## config.mk

```make
export PLATFORM = sky130hd
export DESIGN_NAME = wb_pipe_flat
export DESIGN_NICKNAME = d
export VERILOG_FILES = /design/src/rtl/wb_pkg.sv /design/src/rtl/wb_pipe_if.sv /design/src/rtl/load_align.sv /design/src/rtl/wb_pipe.sv /design/src/flat_wrapper.sv
export SDC_FILE = /design/constraint.sdc
export NUM_CORES = 1
export LEC_CHECK = 0
export CAP_MARGIN = 10
export CORE_ASPECT_RATIO = 0.5
export CORE_UTILIZATION = 45
export CTS_CLUSTER_SIZE = 20
export DETAILED_ROUTE_END_ITERATION = 7
export PLACE_DENSITY = 0.77
export SLEW_MARGIN = 15
export SYNTH_ARGS = -nofsm -noshare
export SYNTH_HDL_FRONTEND = slang
export SYNTH_SLANG_ARGS = --single-unit
```

## constraint.sdc

```tcl
create_clock -name clk -period 2.9 [get_ports clk]
set_clock_uncertainty 0.15 [all_clocks]
set_input_delay 0.435 -clock clk [delete_from_list [all_inputs] [get_ports clk]]
set_output_delay 0.435 -clock clk [all_outputs]
set_load 0.01 [all_outputs]
```

## src/rtl/wb_pkg.sv

```systemverilog
// wb_pkg: shared types and constants for the write-back stage
package wb_pkg;
    typedef enum logic [1:0] {LD_B, LD_H, LD_W, LD_D} ld_size_e;
    typedef enum logic {WB_IDLE, WB_WAIT_LD} wb_state_e;
    localparam int REG_ZERO = 0;
endpackage

```

## src/rtl/wb_pipe_if.sv

```systemverilog
// wb_pipe_if: MEM-side handshake, cache response and RF write/hazard signals of the write-back stage
interface wb_pipe_if #(
    parameter int DATA_W = 32,
    parameter int REG_AW = 5
);
    localparam int OFF_W = $clog2(DATA_W / 8);
    logic              in_valid;
    logic              in_ready;
    logic [DATA_W-1:0] in_pdata;
    logic [REG_AW-1:0] in_rd;
    logic              in_needs_wb;
    logic              in_is_load;
    logic [1:0]        in_ld_size;
    logic              in_ld_unsigned;
    logic [OFF_W-1:0]  in_byte_off;
    logic              rdata_valid;
    logic [DATA_W-1:0] rdata;
    logic              rf_wen;
    logic [REG_AW-1:0] rf_waddr;
    logic [DATA_W-1:0] rf_wdata;
    logic              pend_ld_valid;
    logic [REG_AW-1:0] pend_ld_rd;
    logic              err_unexp_rdata;
    modport master (
        output in_valid, in_pdata, in_rd, in_needs_wb, in_is_load, in_ld_size,
               in_ld_unsigned, in_byte_off, rdata_valid, rdata,
        input  in_ready, rf_wen, rf_waddr, rf_wdata, pend_ld_valid, pend_ld_rd,
               err_unexp_rdata
    );
    modport slave (
        input  in_valid, in_pdata, in_rd, in_needs_wb, in_is_load, in_ld_size,
               in_ld_unsigned, in_byte_off, rdata_valid, rdata,
        output in_ready, rf_wen, rf_waddr, rf_wdata, pend_ld_valid, pend_ld_rd,
               err_unexp_rdata
    );
endinterface

```

## src/rtl/load_align.sv

```systemverilog
// load_align: selects the naturally aligned load field from a cache word and sign/zero-extends it
module load_align
    import wb_pkg::*;
#(
    parameter int DATA_W = 32
) (
    input  logic [DATA_W-1:0]               rdata,
    input  ld_size_e                        size,
    input  logic                            is_unsigned,
    input  logic [$clog2(DATA_W / 8)-1:0]   byte_off,
    output logic [DATA_W-1:0]               data_out
);
    localparam int OFF_W = $clog2(DATA_W / 8);
    logic [OFF_W-1:0]  base;
    logic [DATA_W-1:0] sh;
    logic [DATA_W-1:0] mask;
    logic              sign;
    // Field widths at or beyond DATA_W shift the mask fully out, giving a pass-through.
    always_comb begin
        base     = (byte_off >> size) << size;
        sh       = rdata >> {base, 3'b000};
        mask     = ~({DATA_W{1'b1}} << (8 << size));
        sign     = |(sh & mask & ~(mask >> 1));
        data_out = (sh & mask) | ((sign && !is_unsigned) ? ~mask : '0);
    end
endmodule

```

## src/rtl/wb_pipe.sv

```systemverilog
// wb_pipe: write-back stage with load-wait FSM, load alignment and registered RF write port
module wb_pipe
    import wb_pkg::*;
#(
    parameter int DATA_W = 32,
    parameter int REG_AW = 5
) (
    input logic      clk,
    input logic      rst,
    wb_pipe_if.slave bus
);
    localparam int OFF_W = $clog2(DATA_W / 8);
    wb_state_e         state, state_nx;
    logic [REG_AW-1:0] ld_rd, alu_rd;
    ld_size_e          ld_size;
    logic              ld_uns, ld_wb;
    logic [OFF_W-1:0]  ld_off;
    logic [DATA_W-1:0] ld_data, alu_data;
    logic              alu_v, alu_wb;
    logic              accept, ld_done, alu_in;

    assign bus.in_ready      = !rst && (state == WB_IDLE || bus.rdata_valid);
    assign accept            = bus.in_valid && bus.in_ready;
    assign ld_done           = state == WB_WAIT_LD && bus.rdata_valid;
    assign alu_in            = accept && !bus.in_is_load;
    assign bus.pend_ld_valid = state == WB_WAIT_LD;
    assign bus.pend_ld_rd    = ld_rd;

    always_comb begin
        state_nx = accept ? (bus.in_is_load ? WB_WAIT_LD : WB_IDLE) : (ld_done ? WB_IDLE : state);
    end

    load_align #(.DATA_W(DATA_W)) u_align (
        .rdata      (bus.rdata),
        .size       (ld_size),
        .is_unsigned(ld_uns),
        .byte_off   (ld_off),
        .data_out   (ld_data)
    );

    // An ALU op accepted alongside a load response is parked one cycle in alu_*,
    // and keeps being parked while back-to-back ALU ops follow it.
    always_ff @(posedge clk) begin
        if (rst) begin
            state               <= WB_IDLE;
            ld_rd               <= '0;
            ld_size             <= LD_B;
            ld_uns              <= 1'b0;
            ld_off              <= '0;
            ld_wb               <= 1'b0;
            alu_v               <= 1'b0;
            alu_rd              <= '0;
            alu_data            <= '0;
            alu_wb              <= 1'b0;
            bus.rf_wen          <= 1'b0;
            bus.rf_waddr        <= '0;
            bus.rf_wdata        <= '0;
            bus.err_unexp_rdata <= 1'b0;
        end else begin
            state <= state_nx;
            if (accept && bus.in_is_load) begin
                ld_rd   <= bus.in_rd;
                ld_size <= ld_size_e'(bus.in_ld_size);
                ld_uns  <= bus.in_ld_unsigned;
                ld_off  <= bus.in_byte_off;
                ld_wb   <= bus.in_needs_wb;
            end
            alu_v <= alu_in && (ld_done || alu_v);
            if (alu_in) begin
                alu_rd   <= bus.in_rd;
                alu_data <= bus.in_pdata;
                alu_wb   <= bus.in_needs_wb;
            end
            if (ld_done) begin
                bus.rf_wen   <= ld_wb && ld_rd != REG_AW'(REG_ZERO);
                bus.rf_waddr <= ld_rd;
                bus.rf_wdata <= ld_data;
            end else if (alu_v) begin
                bus.rf_wen   <= alu_wb && alu_rd != REG_AW'(REG_ZERO);
                bus.rf_waddr <= alu_rd;
                bus.rf_wdata <= alu_data;
            end else begin
                bus.rf_wen   <= alu_in && bus.in_needs_wb && bus.in_rd != REG_AW'(REG_ZERO);
                bus.rf_waddr <= bus.in_rd;
                bus.rf_wdata <= bus.in_pdata;
            end
            if (bus.rdata_valid && state == WB_IDLE) bus.err_unexp_rdata <= 1'b1;
        end
    end
endmodule

```

## src/flat_wrapper.sv

```systemverilog
// flat-port wrapper written by rule: the top's interface ports become plain ports
module wb_pipe_flat import wb_pkg::*;
#(
    parameter int DATA_W = 32,
    parameter int REG_AW = 5
)
  (clk, rst, bus_in_valid, bus_in_pdata, bus_in_rd, bus_in_needs_wb, bus_in_is_load, bus_in_ld_size, bus_in_ld_unsigned, bus_in_byte_off, bus_rdata_valid, bus_rdata, bus_in_ready, bus_rf_wen, bus_rf_waddr, bus_rf_wdata, bus_pend_ld_valid, bus_pend_ld_rd, bus_err_unexp_rdata);
  wb_pipe_if #(.DATA_W(DATA_W), .REG_AW(REG_AW)) bus_i ();
  input logic clk;
  input logic rst;
  input wire logic [$bits(bus_i.in_valid)-1:0] bus_in_valid;
  input wire logic [$bits(bus_i.in_pdata)-1:0] bus_in_pdata;
  input wire logic [$bits(bus_i.in_rd)-1:0] bus_in_rd;
  input wire logic [$bits(bus_i.in_needs_wb)-1:0] bus_in_needs_wb;
  input wire logic [$bits(bus_i.in_is_load)-1:0] bus_in_is_load;
  input wire logic [$bits(bus_i.in_ld_size)-1:0] bus_in_ld_size;
  input wire logic [$bits(bus_i.in_ld_unsigned)-1:0] bus_in_ld_unsigned;
  input wire logic [$bits(bus_i.in_byte_off)-1:0] bus_in_byte_off;
  input wire logic [$bits(bus_i.rdata_valid)-1:0] bus_rdata_valid;
  input wire logic [$bits(bus_i.rdata)-1:0] bus_rdata;
  output wire logic [$bits(bus_i.in_ready)-1:0] bus_in_ready;
  output wire logic [$bits(bus_i.rf_wen)-1:0] bus_rf_wen;
  output wire logic [$bits(bus_i.rf_waddr)-1:0] bus_rf_waddr;
  output wire logic [$bits(bus_i.rf_wdata)-1:0] bus_rf_wdata;
  output wire logic [$bits(bus_i.pend_ld_valid)-1:0] bus_pend_ld_valid;
  output wire logic [$bits(bus_i.pend_ld_rd)-1:0] bus_pend_ld_rd;
  output wire logic [$bits(bus_i.err_unexp_rdata)-1:0] bus_err_unexp_rdata;
  assign bus_i.in_valid = bus_in_valid;
  assign bus_i.in_pdata = bus_in_pdata;
  assign bus_i.in_rd = bus_in_rd;
  assign bus_i.in_needs_wb = bus_in_needs_wb;
  assign bus_i.in_is_load = bus_in_is_load;
  assign bus_i.in_ld_size = bus_in_ld_size;
  assign bus_i.in_ld_unsigned = bus_in_ld_unsigned;
  assign bus_i.in_byte_off = bus_in_byte_off;
  assign bus_i.rdata_valid = bus_rdata_valid;
  assign bus_i.rdata = bus_rdata;
  assign bus_in_ready = bus_i.in_ready;
  assign bus_rf_wen = bus_i.rf_wen;
  assign bus_rf_waddr = bus_i.rf_waddr;
  assign bus_rf_wdata = bus_i.rf_wdata;
  assign bus_pend_ld_valid = bus_i.pend_ld_valid;
  assign bus_pend_ld_rd = bus_i.pend_ld_rd;
  assign bus_err_unexp_rdata = bus_i.err_unexp_rdata;
  wb_pipe #(.DATA_W(DATA_W), .REG_AW(REG_AW)) u_core (.clk(clk), .rst(rst), .bus(bus_i));
endmodule
```

; ---- After elaboration in Yosys (flattened, before gate mapping)
; Cells that the tools add are included.
; W data, S select, Z words.
[word_totals]
elab_cells = 58
in_bits = 80
regBits = 90
output_inout_bits = 46
[classes]
n_shift = 5
n_reduce_logical = 22
mux = 10
bitwise_logic = 7
[ops]
columns = cell, count
row1 = $mux W32, 3
row2 = $and A32 B32 Y32, 2
row3 = $not A32 Y32, 2
row4 = $not A31 Y32, 1
row5 = $or A32 B32 Y32, 1
row6 = $reduce_or A32 Y1, 1
row7 = $shl A32 B32 Y32 const A, 1
row8 = $shl A4 B2 Y32 const A, 1
row9 = $shr A32 B5 Y32, 1
row10 = $reduce_bool A5 Y1, 3
row11 = $logic_and A1 B1 Y1, 12
row12 = $mux W5, 2
row13 = $mux W1, 5
row14 = $logic_not A1 Y1, 3
row15 = $logic_or A1 B1 Y1, 2
row16 = $reduce_bool A2 Y1, 1
row17 = $shl A2 B2 Y2, 1
row18 = $shr A2 B2 Y2, 1
row19 = $not A1 Y1, 1

; ---- Depth between registers and ports, before layout
[depth]
depth_word = 10
ltp_mapped = 6
ltp_nobuf = 4

; ---- Cells and area by module
; A second synthesis with hierarchy kept.
[hier_totals]
cells_unflattened = 493
area_unflattened_um2 = 4281.6
[modules_own_cells]
columns = module, instances, cells_per_inst, seq_area_each_um2, area_per_inst_um2
row1 = wb_pipe, 1, 395, 1801.7, 3513.4
row2 = load_align, 1, 98, 0.0, 768.2

; ---- Worst setup path after synthesis
; Ideal clock, no wire load.
[synth_path]
kind = input to output
start = input rst
end = output bus_in_ready
stages = 4
path_buffers = 3
path_slack_ns = 1.029
arrival_time_ns = 1.286
cell_sequence = buf_2 -> buf_1 -> buf_1 -> nor2_1
[synth_between]
elab_chain_len = 2
[synth_rtl]
columns = item, line
row1 = "start, declared", flat_wrapper.sv:10  ; input logic rst;
row2 = $logic_not A1 Y1, wb_pipe.sv:22  ; assign bus.in_ready = !rst && (state == WB_IDLE || bus.rdata_valid);
row3 = $logic_and A1 B1 Y1, wb_pipe.sv:22
row4 = "end, declared", flat_wrapper.sv:21  ; output wire logic [$bits(bus_i.in_ready)-1:0] bus_in_ready;
; No other way between the ends.

; ---- Worst setup path in the final report
[layout_path]
start = input bus_rdata_valid
end = output bus_in_ready
[layout_between]
elab_chain_len = 2
[layout_rtl]
columns = item, line
row1 = "start, declared", flat_wrapper.sv:19  ; input wire logic [$bits(bus_i.rdata_valid)-1:0] bus_rdata_valid;
row2 = $logic_or A1 B1 Y1, wb_pipe.sv:22
row3 = $logic_and A1 B1 Y1, wb_pipe.sv:22
; No other way between the ends.

==> out/metrics.cfg <==
[run_status]
status=complete, but fails checks
violations=DRC

[detailed_routing]
route.final.wire_length_mm=11.3
vias=3779
drt_iter0_markers=258
via_per_inst=5.50
wl_per_cell_um=16.4
drc=16
antenna_left=0
dr.pass1.iters=7

[clock_tree]
cts_resized=0
cts_hold_buf=0
clock_tree.root_cell=clkbuf_16
post_cts_buffers=0
cts_buffer_depth=2
cts_tree=built
clk_latency_ps=350
cts_sinks=90
path_clk_slew_ps=60
cts_buffers=9
htree_levels=3

[setup_path]
critPathRequiredTime_ps=2320
crit_arrival_ps=1800
critPathMostFrequentCell=clkdlybuf4s50_1
worst-path-max-fanout=5
cp-end-kind=output port
crit_path_start=bus_rdata_valid
cpPeakStageDelay_ps=500
worstSetupPathType=primary input to output port
startpoint_type=primary input
worstPathCellList=clkdlybuf4s50_1 > nor2b_1 > nor2_1 > clkdlybuf4s50_1
r2r-start=u_core.ld_size[0]
crit_slowest_cell=clkdlybuf4s50_1

[synth]
muxShareOfSynthArea_pct=14.4
ys_types=41
synth_top_family_by_area=compound AO/OA/AOI/OAI gates
synth_fa_ha_area_share_pct=0
synth_nets=537
synth_edf_count=0
yosysWarnings=0
yosys.area_share.xor_xnor_pct=0
synth-compound-area-share_pct=22.8
ys.flop_type=dfxtp_1
syn_inst=457
async_flop_share_pct=0
syn-cell-area_um2=4170
yosys_register_bits=90
yosys.area_share.simple_pct=14.4
syn_avg_cell_area_um2=9.13
yosysSeqAreaShare_pct=43.2

[timing]
tns_ps=0
fmaxAchievable_mhz=420
period_minus_slack_ps=2380
tightest_slew_ps=651
setup_viol=0
slew_headroom_pct=56.6
timing.final.crit_share_pct=82.1
hold_viol=0
fin_ws_ps=518
rsz0062_at_grt=no
maxSlewViolCount=0

[die]
core_area_um2=8860
placementRows=24
boundaryPins=126
fp.dieH_um=70.1
die_w_um=138
start_util_pct=47.1
die-area_um2=9680

[global_routing]
track_usage_pct=24.0
grt-ovfl-total=0
grt_pass1_vias=3506
antenna_found_initial=0
grt_pass1_wl_mm=18.1
grt_start_max_net_pins=60

[hold_path]
holdCritPathClass=flop to flop
hp-start=u_core.alu_data[30]

[placed_design]
io_buffers=125
post-place-cells=671
dpl.hpwl_mm=7.73
globalplace.congestion=0.853
place_ws_ps=521

[cells_and_area]
n_antenna_cell=0
layout-drive-gt1-share_pct=7.72
finalNetCount=645
area_delta_synth_final_pct=38.8
final_cells=687

[power_and_ir_drop]
powerDensity_nw_per_um2=523
leakage_nw=2.14
ir_drop_mv=0.293

[run]
drv_cap=0

cell usage after synthesis (4+ instances only):
master    instances  area [um2]
mux4_1            6         158
a21oi_1          58         290
nand2_1          78         293
a211oi_2          5        62.6
mux2i_1          42         420
dfxtp_1          90        1800
buf_2            12        60.1
a221oi_1          8        70.1
a22o_1            7        61.3
a21o_1           16         120
buf_6             4        45.0
clkbuf_1         18        67.6
a31oi_1          17         106
and2_1            8        50.1
buf_1             4        15.0
a211oi_1         22         165
nor2_1           28         105
cell families (layout without fill, tap and decap cells):
group | count (synthesis) | in the layout
AND/OR/NAND/NOR | 133 | 133
AO/OA/AOI/OAI | 141 | 141
multiplexers | 49 | 49
buffers and inverters | 44 | 157
flip-flops | 90 | 90
through the flow:
stage                     hold WS [ps]  util (%)  power [mW]  instance area [um2]
after global routing               321      65.3        3.15                 5790
after CTS                          305      65.3        3.05                 5790
after detailed placement           295      61.7        1.78                 5460
final                              304      65.3        3.03                 5790
after global placement             286      61.7        1.78                 5460
after floorplan                    282         -        1.54                 4170
area by class of cell:
type                            instances  area (um2)
Clock buffer                            9         225
Clock inverter                          7        98.8
Fill cell                             743        3070
Inverter                                4        15.0
Multi-Input combinational cell        323        2160
Sequential cell                        90        1800
Tap cell                              117         146
Timing Repair Buffer                  137        1340
flip-flops by register name, indices dropped and copies added, names as in the netlist, 2 cells and up:
register               count
u_core.ld_off              2
u_core.ld_size             2
u_core.alu_data           32
u_core.bus.pend_ld_rd      5
u_core.alu_rd              5
u_core.bus.rf_waddr        5
u_core.bus.rf_wdata       32
worst paths after layout:
check / endpoint / slack (ps) / cells after the start
max: bus_in_ready / 520 / 4
min: u_core.alu_data[30] / 300 / 2
max reg2reg: u_core.bus.rf_wdata[0] / 690 / 4
min reg2reg: u_core.alu_data[30] / 300 / 2
placed cells by master (no fill, tap or decap), types with 2 or more instances in the layout:
cell | netlist | routed
bufinv_16 | 0 | 2
or4_1 | 3 | 3
mux2i_1 | 42 | 42
inv_6 | 0 | 2
clkbuf_16 | 0 | 9
nand2b_1 | 3 | 3
nor2_1 | 28 | 28
a211oi_1 | 22 | 22
a211oi_2 | 5 | 5
a31oi_1 | 17 | 17
nor2b_1 | 3 | 3
and2_1 | 8 | 8
a221oi_1 | 8 | 8
buf_4 | 1 | 12
a21oi_1 | 58 | 58
mux4_1 | 6 | 6
clkdlybuf4s50_1 | 0 | 124
nand2_1 | 78 | 77
dfxtp_1 | 90 | 89
inv_1 | 3 | 3
a21o_1 | 16 | 16
nor3_1 | 3 | 3
a22o_1 | 7 | 7
metal layers:
layer	share of wire (%)	GRT usage [%]
met5	0	0
met4	1.4	7.37
met3	5.1	5.28
met2	46	37.4
met1	47	33.2
critical path: cells and delay by family:
family,cells,cell delay [ps]
and+or+nand+nor,2,380
buffers and inverters,2,980
power by group:
group          internal [mW]  switching (mW)
clock network          0.761           0.510
registers               1.29          0.0277
logic                  0.245           0.193
total                   2.30           0.731
Note: power is estimated with default switching activity, not from simulation.
